<file path="src/rtl/instruction_fetch_unit_if.sv">
// rtl/instruction_fetch_unit_if.sv - fetch stage bundle: PC stage, instruction memory and decode handshakes
interface instruction_fetch_unit_if;
  logic [31:0] PC;
  logic        flush;
  logic        imemReq;
  logic [31:0] imemAddr;
  logic        imemAck;
  logic [31:0] imemData;
  logic        decodeReady;
  logic [31:0] instruction;
  logic [31:0] instructionPC;
  logic        instructionValid;
  logic        pcAdvance;
  logic [1:0]  faultCode;

  modport master (
    input  PC, flush, imemAck, imemData, decodeReady,
    output imemReq, imemAddr, instruction, instructionPC, instructionValid, pcAdvance, faultCode
  );

  modport slave (
    output PC, flush, imemAck, imemData, decodeReady,
    input  imemReq, imemAddr, instruction, instructionPC, instructionValid, pcAdvance, faultCode
  );
endinterface

</file>
<file path="src/rtl/instruction_fetch_unit.sv">
// rtl/instruction_fetch_unit.sv - fetch stage: PC sample, imem req/ack read, IF/ID register toward decode
module instruction_fetch_unit #(
  parameter logic [31:0] NOP_WORD       = 32'hD503201F,
  parameter int unsigned TIMEOUT_CYCLES = 15
) (
  input logic                        clock,
  input logic                        resetN,
  instruction_fetch_unit_if.master   fetch
);

  localparam logic [7:0] TIMEOUT_LIMIT = 8'(TIMEOUT_CYCLES);
  localparam logic [1:0] FAULT_NONE     = 2'b00;
  localparam logic [1:0] FAULT_MISALIGN = 2'b01;
  localparam logic [1:0] FAULT_TIMEOUT  = 2'b10;

  typedef enum logic [1:0] {
    IDLE  = 2'd0,
    FETCH = 2'd1,
    HOLD  = 2'd2,
    FAULT = 2'd3
  } state_t;

  state_t      state, state_next;
  logic [31:0] addr_q, addr_next;
  logic [31:0] instr_q, instr_next;
  logic [31:0] ipc_q, ipc_next;
  logic        valid_q, valid_next;
  logic        discard_q, discard_next;
  logic [7:0]  count_q, count_next;
  logic [1:0]  fault_q, fault_next;
  logic        req;
  logic        advance;
  logic        misaligned;

  assign misaligned = (fetch.PC[1:0] != 2'b00);

  always_ff @(posedge clock or negedge resetN) begin
    if (!resetN) begin
      state     <= IDLE;
      addr_q    <= 32'h0;
      instr_q   <= NOP_WORD;
      ipc_q     <= 32'h0;
      valid_q   <= 1'b0;
      discard_q <= 1'b0;
      count_q   <= 8'h0;
      fault_q   <= FAULT_NONE;
    end else begin
      state     <= state_next;
      addr_q    <= addr_next;
      instr_q   <= instr_next;
      ipc_q     <= ipc_next;
      valid_q   <= valid_next;
      discard_q <= discard_next;
      count_q   <= count_next;
      fault_q   <= fault_next;
    end
  end

  always_comb begin
    state_next   = state;
    addr_next    = addr_q;
    instr_next   = instr_q;
    ipc_next     = ipc_q;
    valid_next   = valid_q;
    discard_next = discard_q;
    count_next   = count_q;
    fault_next   = fault_q;
    req          = 1'b0;
    advance      = 1'b0;

    unique case (state)
      IDLE: begin
        // A flush here means PC is being redirected this edge; sample it next cycle.
        if (fetch.flush) begin
          instr_next = NOP_WORD;
        end else begin
          addr_next = fetch.PC;
          if (misaligned) begin
            state_next = FAULT;
            fault_next = FAULT_MISALIGN;
          end else begin
            state_next   = FETCH;
            count_next   = 8'h0;
            discard_next = 1'b0;
          end
        end
      end

      FETCH: begin
        req = 1'b1;
        if (fetch.imemAck) begin
          if (fetch.flush || discard_q) begin
            discard_next = 1'b0;
            state_next   = IDLE;
            if (fetch.flush) instr_next = NOP_WORD;
          end else begin
            instr_next = fetch.imemData;
            ipc_next   = addr_q;
            valid_next = 1'b1;
            advance    = 1'b1;
            state_next = HOLD;
          end
        end else begin
          // The memory still owes us this word, so the request stays up until it lands.
          if (fetch.flush) begin
            discard_next = 1'b1;
            instr_next   = NOP_WORD;
          end
          if (count_q + 8'd1 == TIMEOUT_LIMIT) begin
            state_next   = FAULT;
            fault_next   = FAULT_TIMEOUT;
            discard_next = 1'b0;
          end else begin
            count_next = count_q + 8'd1;
          end
        end
      end

      HOLD: begin
        if (fetch.flush) begin
          valid_next = 1'b0;
          instr_next = NOP_WORD;
          state_next = IDLE;
        end else if (fetch.decodeReady) begin
          valid_next = 1'b0;
          addr_next  = fetch.PC;
          if (misaligned) begin
            state_next = FAULT;
            fault_next = FAULT_MISALIGN;
          end else begin
            state_next = FETCH;
            count_next = 8'h0;
          end
        end
      end

      FAULT: begin
        valid_next = 1'b0;
      end

      default: begin
        state_next = IDLE;
      end
    endcase
  end

  assign fetch.imemReq          = req;
  assign fetch.imemAddr         = addr_q;
  assign fetch.instruction      = instr_q;
  assign fetch.instructionPC    = ipc_q;
  assign fetch.instructionValid = valid_q;
  assign fetch.pcAdvance        = advance;
  assign fetch.faultCode        = fault_q;

endmodule
</file>
<file path="src/flat_wrapper.sv">
// flat-port wrapper written by rule: the top's interface ports become plain ports
module instruction_fetch_unit_flat 
#(
  parameter logic [31:0] NOP_WORD       = 32'hD503201F,
  parameter int unsigned TIMEOUT_CYCLES = 15
)
  (clock, resetN, fetch_PC, fetch_flush, fetch_imemAck, fetch_imemData, fetch_decodeReady, fetch_imemReq, fetch_imemAddr, fetch_instruction, fetch_instructionPC, fetch_instructionValid, fetch_pcAdvance, fetch_faultCode);
  instruction_fetch_unit_if fetch_i ();
  input logic clock;
  input logic resetN;
  input wire logic [$bits(fetch_i.PC)-1:0] fetch_PC;
  input wire logic [$bits(fetch_i.flush)-1:0] fetch_flush;
  input wire logic [$bits(fetch_i.imemAck)-1:0] fetch_imemAck;
  input wire logic [$bits(fetch_i.imemData)-1:0] fetch_imemData;
  input wire logic [$bits(fetch_i.decodeReady)-1:0] fetch_decodeReady;
  output wire logic [$bits(fetch_i.imemReq)-1:0] fetch_imemReq;
  output wire logic [$bits(fetch_i.imemAddr)-1:0] fetch_imemAddr;
  output wire logic [$bits(fetch_i.instruction)-1:0] fetch_instruction;
  output wire logic [$bits(fetch_i.instructionPC)-1:0] fetch_instructionPC;
  output wire logic [$bits(fetch_i.instructionValid)-1:0] fetch_instructionValid;
  output wire logic [$bits(fetch_i.pcAdvance)-1:0] fetch_pcAdvance;
  output wire logic [$bits(fetch_i.faultCode)-1:0] fetch_faultCode;
  assign fetch_i.PC = fetch_PC;
  assign fetch_i.flush = fetch_flush;
  assign fetch_i.imemAck = fetch_imemAck;
  assign fetch_i.imemData = fetch_imemData;
  assign fetch_i.decodeReady = fetch_decodeReady;
  assign fetch_imemReq = fetch_i.imemReq;
  assign fetch_imemAddr = fetch_i.imemAddr;
  assign fetch_instruction = fetch_i.instruction;
  assign fetch_instructionPC = fetch_i.instructionPC;
  assign fetch_instructionValid = fetch_i.instructionValid;
  assign fetch_pcAdvance = fetch_i.pcAdvance;
  assign fetch_faultCode = fetch_i.faultCode;
  instruction_fetch_unit #(.NOP_WORD(NOP_WORD), .TIMEOUT_CYCLES(TIMEOUT_CYCLES)) u_core (.clock(clock), .resetN(resetN), .fetch(fetch_i));
endmodule
</file>
<file path="config.mk">
export PLATFORM = sky130hd
export DESIGN_NAME = instruction_fetch_unit_flat
export DESIGN_NICKNAME = d
export VERILOG_FILES = /design/src/rtl/instruction_fetch_unit_if.sv /design/src/rtl/instruction_fetch_unit.sv /design/src/flat_wrapper.sv
export SDC_FILE = /design/constraint.sdc
export NUM_CORES = 1
export LEC_CHECK = 0
export ABC_AREA = 1
export CORE_MARGIN = 8
export CORE_UTILIZATION = 34
export CTS_BUF_LIST = sky130_fd_sc_hd__clkbuf_2
export DETAILED_ROUTE_END_ITERATION = 8
export SLEW_MARGIN = 10
export SYNTH_ARGS = -nofsm -noshare
export SYNTH_HDL_FRONTEND = slang
export SYNTH_SLANG_ARGS = --single-unit
</file>
<file path="constraint.sdc">
create_clock -name clock -period 1.8 [get_ports clock]
set_input_delay 0.18 -clock clock [delete_from_list [all_inputs] [get_ports clock]]
set_output_delay 0.18 -clock clock [all_outputs]
set_load 0.02 [all_outputs]
</file>
Word-level counts from Yosys, hierarchy flattened
Index checks and enable logic that the tools add are counted.

word-level totals
  ROM bits = 0
  memories kept = 0
  memory bits (writable) = 0
  latch bits = 0
  bits in registers = 110

cells by class
  equal/unequal tests = 17
  order comparisons = 0
  mux-type cells = 46
  multiply operators = 0
  bitwise gates (word level) = 1
  reductions and logical operators = 16
  div/mod/pow operators = 0
  shift-type cells = 0
  $add $sub $neg = 1

operators with widths
  cell                   count
  $mux W32               6
  $pmux W32 S2           2
  $mux W8                6
  $mux W2                13
  $pmux W8 S3            1
  $ne A2 B2 Y1 const B   8
  $mux W1                14
  $pmux W2 S3            2
  $reduce_and A4 Y1      3
  $reduce_and A6 Y1      2
  $add A8 B1 Y8 const B  1
  $eq A8 B4 Y1 const B   1
  $reduce_bool A2 Y1     4
  $ne A3 B2 Y1 const B   2
  $reduce_bool A3 Y1     2
  $reduce_and A5 Y1      1
  $eq A2 B2 Y1 const B   2
  $ne A4 B3 Y1 const B   1
  $ne A3 B3 Y1 const B   1
  $pmux W1 S3            1
  $reduce_and A3 Y1      1
  $eq A2 B1 Y1 const B   1
  $logic_not A2 Y1       1
  $ne A2 B1 Y1 const B   1
  4 further kinds        4

Logic depth before layout (Yosys ltp)
Gate-level depths: netlist (run 1).

  word-level depth = 5
  mapped depth = 11

Worst setup path before layout (run 1)
No wires, ideal clock.

  kind = flip-flop to flip-flop
  from = reg u_core.state[1]
  to = reg u_core.ipc_q[22], in the netlist u_core.fetch.instructionPC[22]
  cell stages (with the launch flop) = 9
  setup time = 67 ps
  path buffers = 2
  data arrival time = 1826 ps
  path slack = -93 ps
  cells stage by stage = dfrtp_1 -> inv_1 -> ha_1 -> clkbuf_2 -> nand2_1 -> nor2_4 -> clkbuf_1 -> nand2_1 -> nand2_1

between the ends
  cells in the longest elaborated chain, start to end = 2

ends and longest elaborated chain
  element                             line                          text
  start: declaration                  instruction_fetch_unit.sv:23  state_t state, state_next;
  start signal: assignment            instruction_fetch_unit.sv:48  state <= state_next;
  $eq A2 B1 Y1                        instruction_fetch_unit.sv:71  unique case (state)
  $reduce_and A3 Y1 (no source line)  -
  end signal: assignment              instruction_fetch_unit.sv:51  ipc_q <= ipc_next;
  end: declaration                    instruction_fetch_unit.sv:26  logic [31:0] ipc_q, ipc_next;

No other way between the ends.
A chain may end at the register's enable or synchronous reset.

Worst setup path after layout (run 1)
  from = reg u_core.state[1]
  to = out fetch_pcAdvance

between the ends
  cells in the longest elaborated chain, start to end = 2

ends and longest elaborated chain
  element           line                          text
  $eq A2 B1 Y1      instruction_fetch_unit.sv:71
  $mux W1           instruction_fetch_unit.sv:71
  end: declaration  flat_wrapper.sv:21            output wire logic [$bits(fetch_i.pcAdvance)-1:0] fetch_pcAdvance;

No other way between the ends.

==> flow_summary_export.csv, run 1 <==
group,metric,value,unit
sta,finalSetupTns,0,ns
yosys,synth_top_family_by_area,"simple AND/OR/NAND/NOR gates",
detailed_routing,via_count,4199,
clock_network,h-tree-depth,3,
worst_setup_path,crit_path_end_kind,"primary output",
yosys,syn_nets,586,
detailed_routing,dr.pass1.iters,4,
worst_hold_path,hold_path.startpoint,"fetch_imemData[22]",
yosys,synth_xor_area_share,0,%
worst_setup_path,cp.arrival,1.61,ns
sta,slew_headroom,42.1,%
yosys,yosysTopAreaCell,"dfrtp_1",
die,die_h,134,um
cells_and_area,drive_gt1_share,18.1,%
placement,gp_congestion,0.853,
placement,pre_cts_ws,-0.0211,ns
clock_network,clk_latency,0.58,ns
worst_setup_path,critPathCapture,"fetch_pcAdvance",
yosys,synth_cells,511,
sta,finalWorstSetupSlack,0.0106,ns
sta,skew,0.0219,ns
die,design.die.area,17900,sq um
die,die_w,134,um
worst_setup_path,cpPeakStageDelay,0.45,ns
yosys,synth_fa_ha_area_share,1.59,%
pwr,p_leak,3.60,nW
detailed_routing,via_per_inst,4.64,
cells_and_area,area_growth,52.1,%
sta,final_max_slew_viol_count,0,
cells_and_area,final_area,7160,sq um
yosys,synth-seq-cells,110,
pwr,net-switching-power,4.82,mW
yosys,synth_ff_type,"dfrtp_1",
yosys,yosysTopAreaCellShare,51.5,%
yosys,synthMuxAreaShare,3.35,%
cells_and_area,stdcell_count,904,
pwr,p_sw_share,44.3,%
clock_network,numCtsBuffers,9,
detailed_routing,wire_per_inst,15.5,um
pwr,vdd.ir_drop.worst,0.617,mV
worst_setup_path,cp.required,1.62,ns
sta,rsz0062_at_grt,"true",
worst_setup_path,path_cells,"inv_2 -> ha_4 -> nand2_4 -> nor2_4 -> buf_6",
cells_and_area,nFillCells,1309,
sta,hold_violations,0,
placement,dp.cells,862,
worst_setup_path,path_max_fanout,2,
worst_setup_path,rrSetupSlack,0.05,ns
yosys,ys.warnings.count,0,
pwr,power_frac_clock,9.1,%
die,row_count,43,
yosys,synth.avg_cell_area,9.22,sq um
worst_setup_path,timing.rr.start,"u_core.state[0]",
status,status,"completed",
yosys,synthesis.area,4710,sq um
yosys,synth_compound_area_share,7.14,%
detailed_routing,route.detailed.drc,0,
pwr,total_power,10.9,mW
pwr,power_frac_comb,53.5,%
placement,dpl_cell_area,6780,sq um
yosys,yosysSeqAreaShare,58.8,%
global_routing,grt_pass1_wl,22.6,mm
sta,period_share,99.4,%
yosys,synthTopCellsByCount,"nand2_1 (150), dfrtp_1 (97), nor2_1 (53)",
yosys,synth-simple-area-share,23.6,%
detailed_routing,drt-total-wl,14.0,mm
die,core-area,13700,sq um
worst_setup_path,setup.worst_path.start,"u_core.state[1]",
pwr,power_density,1520,nW/um^2
pwr,cell_internal_pwr,6.06,mW
cells_and_area,final_core_util,52.2,%
die,ios,170,
detailed_routing,ant_nets,0,
job,cap_viol_max_count,0,
worst_setup_path,critical_path_class,"flip-flop to primary output",
worst_setup_path,cpMaxStageDelayCell,"dfrtp_1",
cells_and_area,fin_nets,794,
global_routing,antenna_found_initial,0,
worst_setup_path,reg2regPathDepth,9,
clock_network,clock-sinks,110,
global_routing,grt_max_degree,49,
global_routing,track_usage,15.6,%
sta,timing.fmax,559,MHz
clock_network,cts-root-buf,"clkbuf_2",
pwr,seqPwrFrac,37.5,%
clock_network,cts_buffer_depth,2,
sta,setup_violations,0,
yosys,synth-edff-count,0,
sta,worstMarginPinSlew,0.866,ns
clock_network,clkTransAtPathRegs,0.30,ns
global_routing,overflow,0,
clock_network,cts_tree,"yes",
sta,whs,0.0695,ns
die,initial_core_util,34.3,%
yosys,async_flop_share,100,%
worst_setup_path,cp-start-kind,"flip-flop",
sta,post-route-min-period,1.79,ns
placement,dpl.hpwl,10.0,mm
worst_hold_path,worstHoldPathType,"input pin to flip-flop",
yosys,yosysMostFrequentCell,"nand2_1",
cells_and_area,n_antenna_cell,0,
yosys,yosys-top-cells-area,"dfrtp_1 (52%), nand2_1 (12%), dfstp_2 (7.3%)",
worst_setup_path,reg2reg_to,"u_core.fetch.imemAddr[17]",
global_routing,grt_pass1_vias,4356,
detailed_routing,drt-initial-drc-count,203,
placement,io_buffer_count,169,
yosys,synthDistinctLibCells,31,
-- critical path: cells and delay by family, from the launching register on --
| family | cells | cell delay [ns] |
|---|---|---|
| buffers and inverters | 2 | 0.22 |
| adder cells (fa/ha/maj) | 1 | 0.15 |
| AND/OR/NAND/NOR | 2 | 0.20 |
| flip-flops | 1 | 0.45 |
-- worst min path at each step --
stage / slack [ns] / endpoint / cells past startpoint
4_1_cts: 0.0005 / u_core.fetch.instruction[29] / 3
5_1_grt: 0.02 / u_core.fetch.instruction[29] / 3
3_3_place_gp: 0.17 / u_core.fetch.instruction[10] / 1
3_5_place_dp: 0.17 / u_core.fetch.instruction[10] / 1
6_report: 0.07 / u_core.fetch.instruction[22] / 3
2_1_floorplan: -0.12 / u_core.count_q[0] / 0
-- flip-flops by register name, summed over array words and instances, names as in the netlist --
register	cells
u_core.count_q	8
u_core.discard_q	1
u_core.fetch.faultCode	2
u_core.fetch.imemAddr	32
u_core.fetch.instruction	32
u_core.fetch.instructionPC	32
u_core.fetch.instructionValid	1
u_core.state	2
-- layout by cell type (no fill, tap or decap), types with 5 or more instances in the layout --
cell	n
o22ai_1	6
nor2_1	49
dlygate4sd3_1	12
buf_4	25
o21ai_0	25
nand2_2	10
o21ai_1	5
clkdlybuf4s15_1	11
dfrtp_1	95
mux2_2	14
buf_12	6
nand2_1	140
nor2_4	7
inv_2	10
dfstp_2	13
nand3_1	24
clkdlybuf4s50_1	67
dlygate4sd2_1	86
a21oi_1	20
inv_1	33
clkbuf_2	11
nand4_1	12
buf_6	7
-- cell type report --
cell class / instances / area [sq um] / share of cell area [%]
Sequential cell: 110 / 2770 / 38.7
Multi-Input combinational cell: 337 / 1820 / 25.3
Clock buffer: 9 / 45.0 / 0.629
Timing Repair Buffer: 218 / 2110 / 29.4
Tap cell: 180 / 225 / 3.14
Inverter: 43 / 161 / 2.25
Clock inverter: 7 / 40.0 / 0.559
-- routing by layer --
layer,GRT usage [%],vias up,wire [um],share of wire (%)
met5,0,-,0,0
met4,5.74,0,249,1.8
met3,6.51,15,1310,9.3
met2,25.6,133,6620,47
met1,18.0,1990,5810,42
li1,-,2061,-,-
-- logic make-up after synthesis --
group                      Yosys count
adders and majority gates            6
DFF                                110
muxes                               14
AOI/OAI and AO/OA                   62
buffers and inverters               64
and+or+nand+nor                    255
-- power by group through the flow --
stage | registers (mW) | logic, mW | clock network, mW
finish | 4.08 | 5.81 | 0.987
floorplan | 5.27 | 1.95 | 0
CTS | 4.08 | 5.81 | 1.06
global route | 4.21 | 6.33 | 1.15
global placement | 4.12 | 6.03 | 0
detailed placement | 4.15 | 6.10 | 0
-- timing repair --
item,in CTS,in global routing
hold endpoints to repair,119,0
setup endpoints to repair,113,24
gates resized for setup,144,30
pin swaps,2,11
hold buffers,12,0
cloned,2,0
setup buffers,4,10
(Power assumes the default switching activity.)
==> run 2: changes to the inputs <==
--- a/config.mk
+++ b/config.mk
@@ -10,6 +10,8 @@
 export CORE_UTILIZATION = 34
 export CTS_BUF_LIST = sky130_fd_sc_hd__clkbuf_2
 export DETAILED_ROUTE_END_ITERATION = 8
+export GPL_ROUTABILITY_DRIVEN = 1
+export PLACE_DENSITY = 0.66
 export SLEW_MARGIN = 10
 export SYNTH_ARGS = -nofsm -noshare
 export SYNTH_HDL_FRONTEND = slang
==> constraint.sdc (replaced) <==
create_clock -name clock -period 1.5 [get_ports clock]
set_input_delay 0.15 -clock clock [delete_from_list [all_inputs] [get_ports clock]]
set_output_delay 0.15 -clock clock [all_outputs]
set_load 0.02 [all_outputs]
==> run 2 against run 1 <==
Compared with the run above: the flow now finishes with violations (setup timing); cell count is 9.2% higher; sequential cell count unchanged; register-to-register slack got worse by 0.35 ns; critical path type unchanged.
==> flow_summary_export.csv, run 2 (same netlist as run 1, synthesis figures left out) <==
group,metric,value,unit
placement,dp.cells,876,
clock_network,numCtsBuffers,9,
cells_and_area,area_growth,80.8,%
pwr,total_power,16.7,mW
worst_setup_path,crit_buf_inv,2,
worst_setup_path,crit_top_cell,"buf_6",
detailed_routing,drt-total-wl,17.1,mm
worst_setup_path,cpMaxStageDelayCell,"dfrtp_1",
worst_setup_path,crit_family,"flip-flops",
status,failed_checks,"setup timing",
worst_hold_path,worstHoldPathType,"input pin to flip-flop",
die,initial_core_util,34.3,%
die,core-area,13700,sq um
sta,skew,0.0253,ns
worst_setup_path,rrSetupSlack,-0.30,ns
global_routing,grt_pass1_vias,5076,
global_routing,track_usage,17.6,%
clock_network,cts-root-buf,"clkbuf_2",
die,die_h,134,um
detailed_routing,route.detailed.drc,0,
global_routing,grt_max_degree,110,
pwr,vdd.ir_drop.worst,0.791,mV
sta,post-route-min-period,1.81,ns
worst_setup_path,cp.arrival,1.66,ns
detailed_routing,ant_nets,0,
sta,period_share,121,%
status,status,"finished with violations",
detailed_routing,via_per_inst,4.82,
worst_setup_path,cp.required,1.35,ns
worst_setup_path,crit_path_end_kind,"primary output",
global_routing,grt_pass1_wl,25.7,mm
clock_network,clock-sinks,110,
worst_setup_path,path_max_fanout,2,
worst_setup_path,cp-start-kind,"flip-flop",
pwr,p_leak,4.17,nW
clock_network,cts_buffer_depth,2,
placement,gp_congestion,0.828,
sta,final_max_slew_viol_count,0,
worst_setup_path,path_cells,"buf_6 -> ha_4 -> nand2_4 -> nor2_4 -> buf_6",
sta,finalWorstSetupSlack,-0.315,ns
detailed_routing,dr.pass1.iters,4,
sta,hold_violations,0,
sta,rsz0062_at_grt,"true",
job,cap_viol_max_count,0,
worst_setup_path,critical_path_class,"flip-flop to primary output",
cells_and_area,drive_gt1_share,49.8,%
detailed_routing,wire_per_inst,17.4,um
clock_network,h-tree-depth,3,
sta,setup_violations,113,
sta,slew_headroom,61.1,%
global_routing,overflow,0,
clock_network,clkTransAtPathRegs,0.30,ns
placement,dpl.hpwl,10.1,mm
die,ios,170,
cells_and_area,fin_nets,876,
cells_and_area,stdcell_count,987,
placement,io_buffer_count,169,
clock_network,cts_tree,"yes",
die,die_w,134,um
detailed_routing,via_count,4753,
die,design.die.area,17900,sq um
detailed_routing,drt-initial-drc-count,239,
worst_setup_path,cpPeakStageDelay,0.46,ns
sta,worstMarginPinSlew,0.584,ns
pwr,power_density,1960,nW/um^2
cells_and_area,final_common_cell,"nand2_1",
clock_network,clk_latency,0.61,ns
sta,timing.fmax,551,MHz
cells_and_area,final_cell_mix,"nand2_1 (118), dfrtp_1 (95), buf_2 (85)",
global_routing,antenna_found_initial,1,
die,row_count,43,
## run 2: cell count changes in the layout (fill, tap and decap cells not counted), sizes merged, moves of 2 or more
cell / delta
buf: +175
bufinv: +2
clkbuf: +2
clkdlybuf4s15: -10
clkinv: -3
dlygate4sd2: -86
## run 2: what timing repair did
item / CTS / global route
cloned: 13 / 5
gates resized for setup: 546 / 136
pin swaps: 22 / 39
hold buffers: 12 / 0
buffers inserted: 49 / 21
hold endpoints to repair: 120 / 0
setup endpoints to repair: 179 / 129
## run 2: through the flow
stage | instance area (sq um) | setup TNS [ns] | hold WS (ns) | setup WS (ns) | utilization, %
3_5_place_dp | 6930 | -11.76 | -0.0560 | -0.255 | 50.5
6_report | 8520 | -18.48 | 0.0560 | -0.315 | 62.1
4_1_cts | 7920 | -22.38 | 0.00135 | -0.390 | 57.7
5_1_grt | 8520 | -27.83 | 0.00641 | -0.430 | 62.1
3_3_place_gp | 6930 | -8.85 | -0.0584 | -0.250 | 50.5
2_1_floorplan | 4810 | -3.50 | -0.146 | -0.0988 | -
## run 2: report_power, final
part | internal [mW] | leakage [nW] | switching, mW
Combinational | 4.81 | 2.75 | 5.39
Sequential | 4.22 | 1.34 | 0.714
Clock | 0.560 | 0.0820 | 0.992
## run 2: per-layer routing
metal | track usage (%) | wire length [um] | up-vias | share of wire, %
met3 | 5.27 | 1090 | 34 | 6.4
li1 | - | - | 2237 | -
met2 | 30.1 | 8650 | 154 | 50
met1 | 20.4 | 6990 | 2328 | 41
met5 | 0 | 0 | - | 0
met4 | 6.67 | 401 | 0 | 2.3
## run 2: final timing paths
path / start / to / cells after the start
min: fetch_imemData[0] / u_core.fetch.instruction[0] / 3
max in group asynchronous: resetN / u_core.count_q[3] / 3
max: u_core.state[0] / fetch_pcAdvance / 5
max reg2reg: u_core.state[0] / u_core.count_q[3] / 11
min in group asynchronous: resetN / u_core.fetch.instructionPC[15] / 3
min reg2reg: u_core.fetch.instructionPC[26] / u_core.fetch.instructionPC[26] / 2
## run 2: cell type report
class                      instances  area [sq um]
clock buffer                      10          50.0
fill                            1111          5200
sequential                       110          2770
timing repair buffer             299          2780
antenna                            1          2.50
clock inverter                     6          85.1
multi-input combinational        338          2410
inverter                          43           196
tap                              180           225
## run 2: tightest hold or removal path: cells and delay by family
kind / cells / cell delay [ns]
buffers and inverters: 1 / 0.40
and+or+nand+nor: 2 / 0.16
==> run 3: changes to the inputs <==
--- a/config.mk
+++ b/config.mk
@@ -6,6 +6,7 @@
 export NUM_CORES = 1
 export LEC_CHECK = 0
 export ABC_AREA = 1
+export CAP_MARGIN = 20
 export CORE_MARGIN = 8
 export CORE_UTILIZATION = 34
 export CTS_BUF_LIST = sky130_fd_sc_hd__clkbuf_2
==> results of run 3 <==
Final layout, timing and power as in run 2 (identical DEF).
